===== config.mk =====
export PLATFORM = sky130hd
export DESIGN_NAME = dfe_chan_sched
export DESIGN_NICKNAME = d
export VERILOG_FILES = /design/src/rtl/dfe_chan_sched.sv
export SDC_FILE = /design/constraint.sdc
export NUM_CORES = 1
export LEC_CHECK = 0
export ABC_AREA = 1
export CORE_AREA = 5 5 105 107
export CTS_BUF_LIST = sky130_fd_sc_hd__clkbuf_4
export DETAILED_ROUTE_END_ITERATION = 8
export DIE_AREA = 0 0 110 112
export PLACE_DENSITY = 0.8
export SYNTH_ARGS = -nofsm -noshare
export SYNTH_HDL_FRONTEND = slang
export SYNTH_SLANG_ARGS = --single-unit
export TNS_END_PERCENT = 20

===== constraint.sdc =====
create_clock -name clk -period 2.3 [get_ports clk]
set_clock_uncertainty 0.2 [all_clocks]
set_input_delay 0.69 -clock clk [delete_from_list [all_inputs] [get_ports clk]]
set_output_delay 0.69 -clock clk [all_outputs]
set_load 0.005 [all_outputs]

===== src/rtl/dfe_chan_sched.sv =====
// Time-multiplexes NUM_CH antenna channels onto one shared DFE instance.
// A channel switch first injects FLUSH_LEN zero samples; results come back tagged with their owning channel.
module dfe_chan_sched #(
  parameter int NUM_CH    = 4,
  parameter int BURST_LEN = 64,
  parameter int FLUSH_LEN = 16,
  parameter int DFE_LAT   = 1,
  localparam int CW       = (NUM_CH > 1) ? $clog2(NUM_CH) : 1
) (
  input  logic                 clk,
  input  logic                 rst_n,
  input  logic                 enable,
  input  logic [NUM_CH-1:0]    ch_valid,
  output logic [NUM_CH-1:0]    ch_ready,
  input  logic [16*NUM_CH-1:0] ch_data_i,
  input  logic [16*NUM_CH-1:0] ch_data_q,
  output logic [15:0]          adc_data_i,
  output logic [15:0]          adc_data_q,
  output logic                 adc_valid,
  input  logic [31:0]          dfe_out,
  output logic [31:0]          out_data,
  output logic                 out_valid,
  output logic [CW-1:0]        out_ch,
  output logic [CW-1:0]        cur_ch,
  output logic                 busy
);

  localparam logic [1:0] ST_IDLE   = 2'd0;
  localparam logic [1:0] ST_SELECT = 2'd1;
  localparam logic [1:0] ST_FLUSH  = 2'd2;
  localparam logic [1:0] ST_STREAM = 2'd3;

  localparam int BW = $clog2(BURST_LEN + 1);
  localparam int FW = $clog2(FLUSH_LEN + 1);

  logic [1:0]    state_reg, state_next;
  logic [CW-1:0] cur_ch_reg, cur_ch_next;
  logic [CW-1:0] last_ch_reg, last_ch_next;
  logic          last_ch_valid_reg, last_ch_valid_next;
  logic [BW-1:0] burst_cnt_reg, burst_cnt_next;
  logic [FW-1:0] flush_cnt_reg, flush_cnt_next;
  logic [15:0]   data_i_reg, data_q_reg;
  logic          xfer_reg;
  logic [CW-1:0] issue_ch_reg;
  logic [CW:0]   tag_reg [DFE_LAT];

  logic [15:0]   din_i [NUM_CH];
  logic [15:0]   din_q [NUM_CH];
  logic          xfer;
  logic          rr_found;
  logic [CW-1:0] rr_ch;
  logic [CW-1:0] rr_idx;

  genvar gi;
  generate
    for (gi = 0; gi < NUM_CH; gi++) begin : g_ch
      assign din_i[gi]    = ch_data_i[16*gi +: 16];
      assign din_q[gi]    = ch_data_q[16*gi +: 16];
      assign ch_ready[gi] = (state_reg == ST_STREAM) && enable && (cur_ch_reg == CW'(gi));
    end
  endgenerate

  assign xfer = |(ch_valid & ch_ready);

  // Round-robin: scan starting just after the last granted channel, ending on it.
  always_comb begin
    rr_found = 1'b0;
    rr_ch    = '0;
    rr_idx   = '0;
    for (int i = 1; i <= NUM_CH; i++) begin
      rr_idx = CW'((int'(last_ch_reg) + i) % NUM_CH);
      if (!rr_found && ch_valid[rr_idx]) begin
        rr_found = 1'b1;
        rr_ch    = rr_idx;
      end
    end
  end

  always_comb begin
    state_next         = state_reg;
    cur_ch_next        = cur_ch_reg;
    last_ch_next       = last_ch_reg;
    last_ch_valid_next = last_ch_valid_reg;
    burst_cnt_next     = burst_cnt_reg;
    flush_cnt_next     = flush_cnt_reg;
    case (state_reg)
      ST_IDLE: begin
        if (enable && |ch_valid) state_next = ST_SELECT;
      end
      ST_SELECT: begin
        if (rr_found) begin
          cur_ch_next        = rr_ch;
          last_ch_next       = rr_ch;
          last_ch_valid_next = 1'b1;
          if (rr_ch != last_ch_reg || !last_ch_valid_reg) begin
            state_next     = ST_FLUSH;
            flush_cnt_next = '0;
          end else begin
            state_next     = ST_STREAM;
            burst_cnt_next = '0;
          end
        end else begin
          state_next = ST_IDLE;
        end
      end
      ST_FLUSH: begin
        if (flush_cnt_reg == FW'(FLUSH_LEN - 1)) begin
          state_next     = ST_STREAM;
          burst_cnt_next = '0;
        end else begin
          flush_cnt_next = flush_cnt_reg + 1'b1;
        end
      end
      ST_STREAM: begin
        if (xfer) begin
          burst_cnt_next = burst_cnt_reg + 1'b1;
          if (burst_cnt_reg == BW'(BURST_LEN - 1)) state_next = ST_SELECT;
        end else if (!ch_valid[cur_ch_reg] && |ch_valid) begin
          state_next = ST_SELECT;
        end
      end
      default: state_next = ST_IDLE;
    endcase
    // Dropping enable abandons the channel context, so the next grant re-flushes.
    if (!enable && state_reg != ST_IDLE) begin
      state_next         = ST_IDLE;
      last_ch_valid_next = 1'b0;
    end
  end

  always_ff @(posedge clk or negedge rst_n) begin
    if (!rst_n) begin
      state_reg         <= ST_IDLE;
      cur_ch_reg        <= '0;
      last_ch_reg       <= CW'(NUM_CH - 1);
      last_ch_valid_reg <= 1'b0;
      burst_cnt_reg     <= '0;
      flush_cnt_reg     <= '0;
      data_i_reg        <= '0;
      data_q_reg        <= '0;
      xfer_reg          <= 1'b0;
      issue_ch_reg      <= '0;
      for (int i = 0; i < DFE_LAT; i++) tag_reg[i] <= '0;
    end else begin
      state_reg         <= state_next;
      cur_ch_reg        <= cur_ch_next;
      last_ch_reg       <= last_ch_next;
      last_ch_valid_reg <= last_ch_valid_next;
      burst_cnt_reg     <= burst_cnt_next;
      flush_cnt_reg     <= flush_cnt_next;
      xfer_reg          <= xfer;
      data_i_reg        <= xfer ? din_i[cur_ch_reg] : 16'd0;
      data_q_reg        <= xfer ? din_q[cur_ch_reg] : 16'd0;
      if (xfer) issue_ch_reg <= cur_ch_reg;
      // Tag travels alongside the sample; flush and empty cycles carry live=0.
      tag_reg[0] <= {xfer_reg, issue_ch_reg};
      for (int i = 1; i < DFE_LAT; i++) tag_reg[i] <= tag_reg[i-1];
    end
  end

  assign adc_valid  = (state_reg == ST_FLUSH) | xfer_reg;
  assign adc_data_i = data_i_reg;
  assign adc_data_q = data_q_reg;
  assign out_valid  = tag_reg[DFE_LAT-1][CW];
  assign out_ch     = tag_reg[DFE_LAT-1][CW-1:0];
  assign out_data   = dfe_out;
  assign cur_ch     = cur_ch_reg;
  assign busy       = (state_reg != ST_IDLE);

endmodule


==> metrics.csv, run 1 <==
metric,value,unit
drtPass1Iterations,5,
clock_path_buffers,2,
synth_flop_cell,dfrtp_1,
port_buffers,177,
r2r-end,burst_cnt_reg[1],
grt-ovfl-total,0,
endpoint_kind,output pin,
drtIter0Drc,203,
syn_nets,619,
grt_pass1_vias,4176,
h-tree-depth,3,
hold_viol,0,
startpoint_type,register,
p_leak,2.55,nW
violations,negative setup slack,
netlist.area_leader.share,39.7,%
r2r_setup_slack,0.08,ns
fill_cells,906,
async_flop_share,100,%
max_slew_margin,64.1,%
dp_hpwl,9740,um
hold_slack,0.0515,ns
min_path_type,in2async,
slew_violations,0,
layout_setup_ws,-0.101,ns
synth.distinct_cells,32,
fp.dieH,112,um
drive_above_1_share,17.2,%
dp_cells,740,
grt_pass1_wl,20000,um
slowest_stage,dfrtp_1,
nets,797,
worst-path-buf-inv,3,
synth.area.top_cells,"dfrtp_1 40%, nand2_1 15%, a22oi_1 6.9%",
io_pins,242,
cpPeakStageDelay,0.40,ns
clk-insertion-delay-late,0.40,ns
worstPathArrival,1.51,ns
final_cell_area,5670,um^2
cts_tree,done,
crit_chain,"buf_6, ha_4, nand2_4, buf_6, nor3_4, buf_2",
globalRouteTotalUtil,20.5,%
cap_violations,0,
clock.fmax,416,MHz
grt_start_max_net_pins,33,
numCtsBuffers,9,
fin_crit,2.40,ns
wirelength,12700,um
r2r_start,last_ch_reg[0],
num_rows,37,
root_buffer,clkbuf_4,
rsz0062_at_grt,yes,
yosys_warnings,0,
ys_ff_latch,57,
antenna_left,0,
placed_area,5350,um^2
viasPerCell,5.08,
syn_area_per_cell,7.79,um^2
die_x,110,um
core,10000,um^2
worstPathMaxFanout,4,
synth_edf_count,0,
cp_common_cell,buf_6,
ys_seq_area_share,41.2,%
vdd_drop_max,0.557,mV
vias,3884,
antenna_found_initial,0,
start_util,34.5,%
worstSetupPathType,reg2out,
instances_no_fill,764,
numClockSinks,57,
tightest_slew,0.538,ns
critPathRequiredTime,1.41,ns
syn-cell-area,3460,um^2
die-area,12300,um^2
diodes,0,
drc,0,
critPathTopFamily,flip-flops,
area_delta_synth_final,63.6,%
finalSetupViolations,4,
r2r_cells,15,
place_congestion,0.934,
fin_crit_sh,104,%
synth_top_area_cell,dfrtp_1,
status,"complete, but fails checks",
clk_pin_slew,0.11,ns
wire_per_inst,16.7,um
power_density,848,nW/um^2
synthCells,445,
==> cell usage after synthesis, drive strengths merged (2+ instances only) <==
| master | number |
|---|---|
| nor3b | 2 |
| inv | 35 |
| a22oi | 33 |
| o21ai | 9 |
| nand4 | 3 |
| dfrtp | 55 |
| o211ai | 2 |
| ha | 7 |
| nand3b | 2 |
| dfstp | 2 |
| nand3 | 25 |
| nand2 | 150 |
| clkbuf | 15 |
| xor2 | 3 |
| buf | 33 |
| a21oi | 5 |
| nor3 | 3 |
| nor2 | 25 |
| a31oi | 33 |
==> where the power goes <==
part | switching [mW] | leakage [nW] | total (mW) | internal, mW
logic | 1.61 | 1.70 | 2.78 | 1.16
registers | 0.141 | 0.773 | 1.29 | 1.15
clock network | 0.401 | 0.0715 | 0.738 | 0.337
total | 2.16 | 2.55 | 4.80 | 2.65
==> worst max path at each step <==
stage                             from          endpoint  depth (start not counted)
after floorplan            ch_valid[0]  burst_cnt_reg[4]                         16
after global placement          enable       ch_ready[1]                          4
after detailed placement        enable       ch_ready[0]                          4
after CTS                 state_reg[1]       ch_ready[0]                          6
after global routing      state_reg[1]       ch_ready[1]                          6
final                     state_reg[1]       ch_ready[1]                          6
==> logic make-up after synthesis <==
family / count (synthesis) / share of synthesized area, %
and+or+nand+nor: 211 / 26.3
AOI/OAI and AO/OA: 84 / 16.5
DFF: 57 / 41.2
xor gates and xnor gates: 3 / 0.759
adders and majority gates: 7 / 2.53
buffers and inverters: 83 / 12.7
==> metrics by stage <==
| step | util, % | setup slack [ns] | setup TNS (ns) | power [mW] |
|---|---|---|---|---|
| 2_1_floorplan | - | 0.302 | 0 | 2.81 |
| 3_3_place_gp | 53.2 | -0.602 | -9.03 | 3.70 |
| 3_5_place_dp | 53.2 | -0.714 | -12.63 | 3.81 |
| 4_1_cts | 55.6 | -0.145 | -0.495 | 4.64 |
| 5_1_grt | 56.4 | -0.188 | -1.08 | 5.18 |
| 6_report | 56.4 | -0.101 | -0.227 | 4.80 |
==> cells in the final DEF, fill, tap and decap left out, drive strengths merged, types with 7 or more instances in the layout <==
| master | Yosys | layout |
|---|---|---|
| a22oi | 33 | 33 |
| a31oi | 33 | 33 |
| buf | 33 | 43 |
| clkbuf | 15 | 11 |
| clkdlybuf4s50 | 0 | 163 |
| dfrtp | 55 | 55 |
| ha | 7 | 7 |
| inv | 35 | 35 |
| nand2 | 150 | 150 |
| nand3 | 25 | 25 |
| nor2 | 25 | 25 |
| o21ai | 9 | 9 |
==> final cells by class <==
class	count	area [um^2]	area share, %
Timing Repair Buffer	215	2090	36.8
Clock buffer	10	75.1	1.32
Sequential cell	57	1430	25.3
Inverter	35	136	2.41
Multi-Input combinational cell	305	1710	30.2
Clock inverter	6	58.8	1.04
Tap cell	136	170	3.00
==> routing by layer <==
layer	vias to the layer above	track usage (%)	wire (um)
met3	21	10.5	1540
li1	1826	-	-
met5	-	2.10	0
met1	1822	22.8	4610
met4	0	7.23	261
met2	215	33.3	6320
==> repair_timing <==
item | in CTS | in global routing
hold buffers | 0 | 0
resized for setup | 41 | 27
endpoints found under the setup margin | 7 | 21
buffers inserted | 5 | 3
pin swaps | 2 | 12
Power figures use the tool's default switching activity.
==> inputs of run 2 (changes only) <==
--- a/config.mk
+++ b/config.mk
@@ -14,4 +14,4 @@
 export SYNTH_ARGS = -nofsm -noshare
 export SYNTH_HDL_FRONTEND = slang
 export SYNTH_SLANG_ARGS = --single-unit
-export TNS_END_PERCENT = 20
+export TNS_END_PERCENT = 30
==> run 2 against run 1 <==
Wire length stayed put. Utilization unchanged. Total power did not move. Highest routed layer unchanged. First-iteration DRC count did not move. Largest cell class unchanged. Setup slack unchanged. The run still ends with negative setup slack left. Global-route usage is the same. Combinational power about the same.
==> metrics.csv, run 2 (same netlist as run 1, synthesis figures left out) <==
metric,value,unit,change
status,"complete, but fails checks",,
violations,negative setup slack,,
die-area,12300,um^2,unchanged
grt_pass1_vias,4176,,unchanged
finalSetupViolations,4,,unchanged
cp_num_cells,6,,unchanged
power_density,848,nW/um^2,unchanged
worstPathArrival,1.51,ns,about the same
grt_pass1_wl,20000,um,unchanged
slowest_stage,dfrtp_1,,
drtPass1Iterations,5,,unchanged
worstSetupPathType,reg2out,,
slew_violations,0,,unchanged
io_pins,242,,unchanged
min_path_type,in2async,,
hold_viol,0,,unchanged
start_util,34.5,%,unchanged
nets,797,,unchanged
vdd_drop_max,0.557,mV,unchanged
layout_setup_ws,-0.101,ns,unchanged
antenna_left,0,,unchanged
layout_common_cells,"163 x clkdlybuf4s50_1, 128 x nand2_1, 53 x dfrtp_1",,
clock.fmax,416,MHz,unchanged
antenna_found_initial,0,,unchanged
cp_common_cell,buf_6,,
cpPeakStageDelay,0.40,ns,about the same
worstPathMaxFanout,4,,unchanged
vias,3884,,unchanged
wire_per_inst,16.7,um,unchanged
rsz0062_at_grt,yes,,
viasPerCell,5.08,,unchanged
cap_violations,0,,unchanged
h-tree-depth,3,,unchanged
hold_buffers,0,,unchanged
wirelength,12700,um,unchanged
critPathTopFamily,flip-flops,,
r2r_cells,15,,unchanged
numCtsBuffers,9,,unchanged
hold_slack,0.0515,ns,unchanged
grt_start_max_net_pins,33,,unchanged
drive_above_1_share,17.2,%,unchanged
crit_chain,"buf_6, ha_4, nand2_4, buf_6, nor3_4, buf_2",,
clk-insertion-delay-late,0.40,ns,about the same
place_congestion,0.934,,unchanged
fp.dieH,112,um,unchanged
p_leak,2.55,nW,unchanged
critPathRequiredTime,1.41,ns,about the same
port_buffers,177,,unchanged
clock_path_buffers,2,,unchanged
grt-ovfl-total,0,,unchanged
root_buffer,clkbuf_4,,
clk_pin_slew,0.11,ns,about the same
drtIter0Drc,203,,unchanged
startpoint_type,register,,
tightest_slew,0.538,ns,unchanged
endpoint_kind,output pin,,
tns,-0.227,ns,unchanged
layout_commonest_cell,clkdlybuf4s50_1,,
worst-path-buf-inv,3,,unchanged
drc,0,,unchanged
fin_crit,2.40,ns,unchanged
fin_crit_sh,104,%,unchanged
globalRouteTotalUtil,20.5,%,unchanged
max_slew_margin,64.1,%,unchanged
numClockSinks,57,,unchanged
diodes,0,,unchanged
num_rows,37,,unchanged
utilization,56.4,%,unchanged
area_delta_synth_final,63.6,%,unchanged
die_x,110,um,unchanged
cts_tree,done,,
dp_hpwl,9740,um,unchanged
fill_cells,906,,unchanged
core,10000,um^2,unchanged
[run 2: cell counts in the layout (fill, tap and decap cells not counted)]
No cell type changed its count.
[run 2: area by class of cell]
type | count | area [um^2] | area share (%)
Tap cell | 136 | 170 | 3.00
Inverter | 35 | 136 | 2.41
Sequential cell | 57 | 1430 | 25.3
Multi-Input combinational cell | 305 | 1710 | 30.2
Clock buffer | 10 | 75.1 | 1.32
Clock inverter | 6 | 58.8 | 1.04
Timing Repair Buffer | 215 | 2090 | 36.8
[run 2: through the flow]
step	instance area, um^2	power, mW	cells	setup WS [ns]
floorplan	3460	2.81	445	0.302
global placement	5350	3.70	740	-0.602
detailed placement	5350	3.81	740	-0.714
CTS	5580	4.64	761	-0.145
global route	5670	5.18	764	-0.188
finish	5670	4.80	764	-0.101
[run 2: final timing paths]
check / startpoint / endpoint / slack (ns)
setup / recovery: state_reg[1] / ch_ready[1] / -0.10
hold / removal: rst_n / last_ch_valid_reg / 0.05
setup reg to reg: last_ch_reg[0] / burst_cnt_reg[1] / 0.08
hold reg to reg: xfer_reg / tag_reg[2] / 0.18
max in group asynchronous: rst_n / flush_cnt_reg[0] / 1.34
min in group clk: xfer_reg / tag_reg[2] / 0.18
[run 2: where the power goes]
| part | leakage [nW] | switching (mW) | internal (mW) |
|---|---|---|---|
| registers | 0.773 | 0.141 | 1.15 |
| logic | 1.70 | 1.61 | 1.16 |
| clock network | 0.0715 | 0.401 | 0.337 |
[run 2: routing by layer]
| layer | vias to the layer above | GRT usage, % | share of wire (%) |
|---|---|---|---|
| met5 | - | 2.10 | 0 |
| met4 | 0 | 7.23 | 2.1 |
| met3 | 21 | 10.5 | 12 |
| met2 | 215 | 33.3 | 50 |
| met1 | 1822 | 22.8 | 36 |
| li1 | 1826 | - | - |
[run 2: timing repair]
action / in CTS / in global routing
endpoints found under the setup margin: 7 / 21
gates resized for setup: 41 / 27
setup buffers: 5 / 3
pin swaps: 2 / 12
[run 2: worst register-to-register path: cells and delay by family, from the launching register on]
| kind | cells | cell delay (ns) |
|---|---|---|
| DFF | 1 | 0.68 |
| and+or+nand+nor | 13 | 1.09 |
| buffers and inverters | 2 | 0.14 |
==> inputs of run 3 (changes only) <==
--- a/config.mk
+++ b/config.mk
@@ -11,6 +11,7 @@
 export DETAILED_ROUTE_END_ITERATION = 8
 export DIE_AREA = 0 0 110 112
 export PLACE_DENSITY = 0.8
+export SKIP_CTS_REPAIR_TIMING = 1
 export SYNTH_ARGS = -nofsm -noshare
 export SYNTH_HDL_FRONTEND = slang
 export SYNTH_SLANG_ARGS = --single-unit
==> run 3 against run 2 <==
The flow still finishes with violations (negative setup slack). Hold slack got worse by 0.012 ns. Global-route usage decreased by 0.095 points. Sequential power about the same. Critical endpoint unchanged. Largest power group unchanged. Highest routed layer unchanged.
==> metrics.csv, run 3 (same netlist as run 1, synthesis figures left out) <==
metric,value,unit,change
status,"complete, but fails checks",,
violations,negative setup slack,,
place_congestion,0.934,,unchanged
fin_crit,2.38,ns,-0.0251 ns
vdd_drop_max,0.481,mV,-14%
core,10000,um^2,unchanged
grt-busiest-layer,met2,,
clock.fmax,421,MHz,+1.1%
drtIter0Drc,196,,-3.4%
min_path_type,in2async,,
grt_pass1_vias,4147,,-0.69%
antenna_left,0,,unchanged
die_x,110,um,unchanged
nets,796,,-0.13%
r2r_start,state_reg[1],,
diodes,0,,unchanged
port_buffers,177,,unchanged
antenna_found_initial,0,,unchanged
h-tree-depth,3,,unchanged
drive_above_1_share,15.6,%,-1.6 points
worstPathMaxFanout,5,,+1
use_met1,22.8,%,+0.072 points
drc,0,,unchanged
cts_tree,done,,
wire_per_inst,16.6,um,-0.41%
max_slew_margin,65.2,%,+1.1 points
cap_violations,0,,unchanged
critPathRequiredTime,1.41,ns,about the same
globalRouteTotalUtil,20.4,%,-0.095 points
rsz0062_at_grt,yes,,
area_delta_synth_final,61.8,%,
io_pins,242,,unchanged
fp.dieH,112,um,unchanged
grt-ovfl-total,0,,unchanged
r2r_setup_slack,0.10,ns,+0.02 ns
layout_setup_ws,-0.0763,ns,+0.0251 ns
p_leak,2.54,nW,-0.27%
viasPerCell,5.12,,+0.65%
dp_cells,740,,unchanged
power_density,838,nW/um^2,-1.1%
slew_violations,0,,unchanged
finalSetupViolations,3,,-1
tightest_slew,0.522,ns,-0.0163 ns
start_util,34.5,%,unchanged
clock_path_buffers,2,,unchanged
die-area,12300,um^2,unchanged
endpoint_kind,output pin,,
numCtsBuffers,9,,unchanged
vias,3904,,+0.51%
grt_pass1_wl,19800,um,-0.62%
dp_hpwl,9740,um,unchanged
use_met2,33.1,%,-0.20 points
r2r_cells,12,,-3
numClockSinks,57,,unchanged
worstSetupPathType,reg2out,,
r2r-end,burst_cnt_reg[5],,
instances_no_fill,763,,-0.13%
root_buffer,clkbuf_4,,
clk-insertion-delay-late,0.41,ns,about the same
use_met3,9.68,%,-0.81 points
fin_crit_sh,103,%,-1.1 points
worstPathArrival,1.49,ns,-0.02 ns
layout_commonest_cell,clkdlybuf4s50_1,,
grt_start_max_net_pins,33,,unchanged
hold_viol,0,,unchanged
startpoint_type,register,,
wirelength,12700,um,-0.54%
layout_common_cells,"164 x clkdlybuf4s50_1, 137 x nand2_1, 53 x dfrtp_1",,
num_rows,37,,unchanged
clk_pin_slew,0.11,ns,about the same
drtPass1Iterations,4,,-1
fin_total_pwr,4.70,mW,-2.2%
[run 3: cell count changes in the layout (fill, tap and decap cells not counted), sizes merged]
cell / previous run / this run
clkbuf: 11 / 13
dlygate4sd2: 2 / 0
clkdlybuf4s50: 163 / 164
buf: 43 / 41
dlymetal6s2s: 5 / 6
clkdlybuf4s15: 1 / 0
[run 3: final cells by class]
cell class,instances,area (um^2)
well taps,136,170
repair buffers,214,2060
multi-input cells,305,1670
fillers,919,4440
clock inverters,6,58.8
clock buffers,10,75.1
inverters,35,136
flip-flops and latches,57,1430
[run 3: worst max-delay path by stage]
| stage | start | endpoint | slack [ns] |
|---|---|---|---|
| finish | state_reg[0] | ch_ready[1] | -0.08 |
| global placement | enable | ch_ready[1] | -0.60 |
| CTS | enable | ch_ready[0] | -0.73 |
| global route | state_reg[1] | ch_ready[1] | -0.15 |
| floorplan | ch_valid[0] | burst_cnt_reg[4] | 0.30 |
| detailed placement | enable | ch_ready[0] | -0.71 |
[run 3: routing by layer]
| layer | wire, um | share of wire (%) | vias to the layer above |
|---|---|---|---|
| met5 | 0 | 0 | - |
| met4 | 318 | 2.5 | 0 |
| met3 | 1420 | 11 | 26 |
| met2 | 6200 | 49 | 221 |
| met1 | 4720 | 37 | 1834 |
| li1 | - | - | 1823 |
[run 3: critical path: stages, from the launching register on]
cell	delay, ns
dfrtp_1	0.43
ha_2	0.24
nand2_4	0.09
nor3_4	0.18
buf_2	0.14
[run 3: per-stage QoR]
stage	utilization [%]	setup TNS, ns	setup slack (ns)	hold slack, ns	cell area (um^2)
after floorplan	-	0	0.302	0.146	3460
after global placement	53.2	-9.03	-0.602	0.153	5350
after detailed placement	53.2	-12.63	-0.714	0.156	5350
after CTS	54.6	-3.47	-0.732	0.0374	5480
after global routing	55.8	-0.860	-0.153	0.0535	5610
final	55.8	-0.169	-0.0763	0.0391	5610
[run 3: power by group]
part / switching [mW] / total, mW / internal, mW
clock network: 0.406 / 0.742 / 0.337
registers: 0.118 / 1.26 / 1.15
logic: 1.57 / 2.69 / 1.12
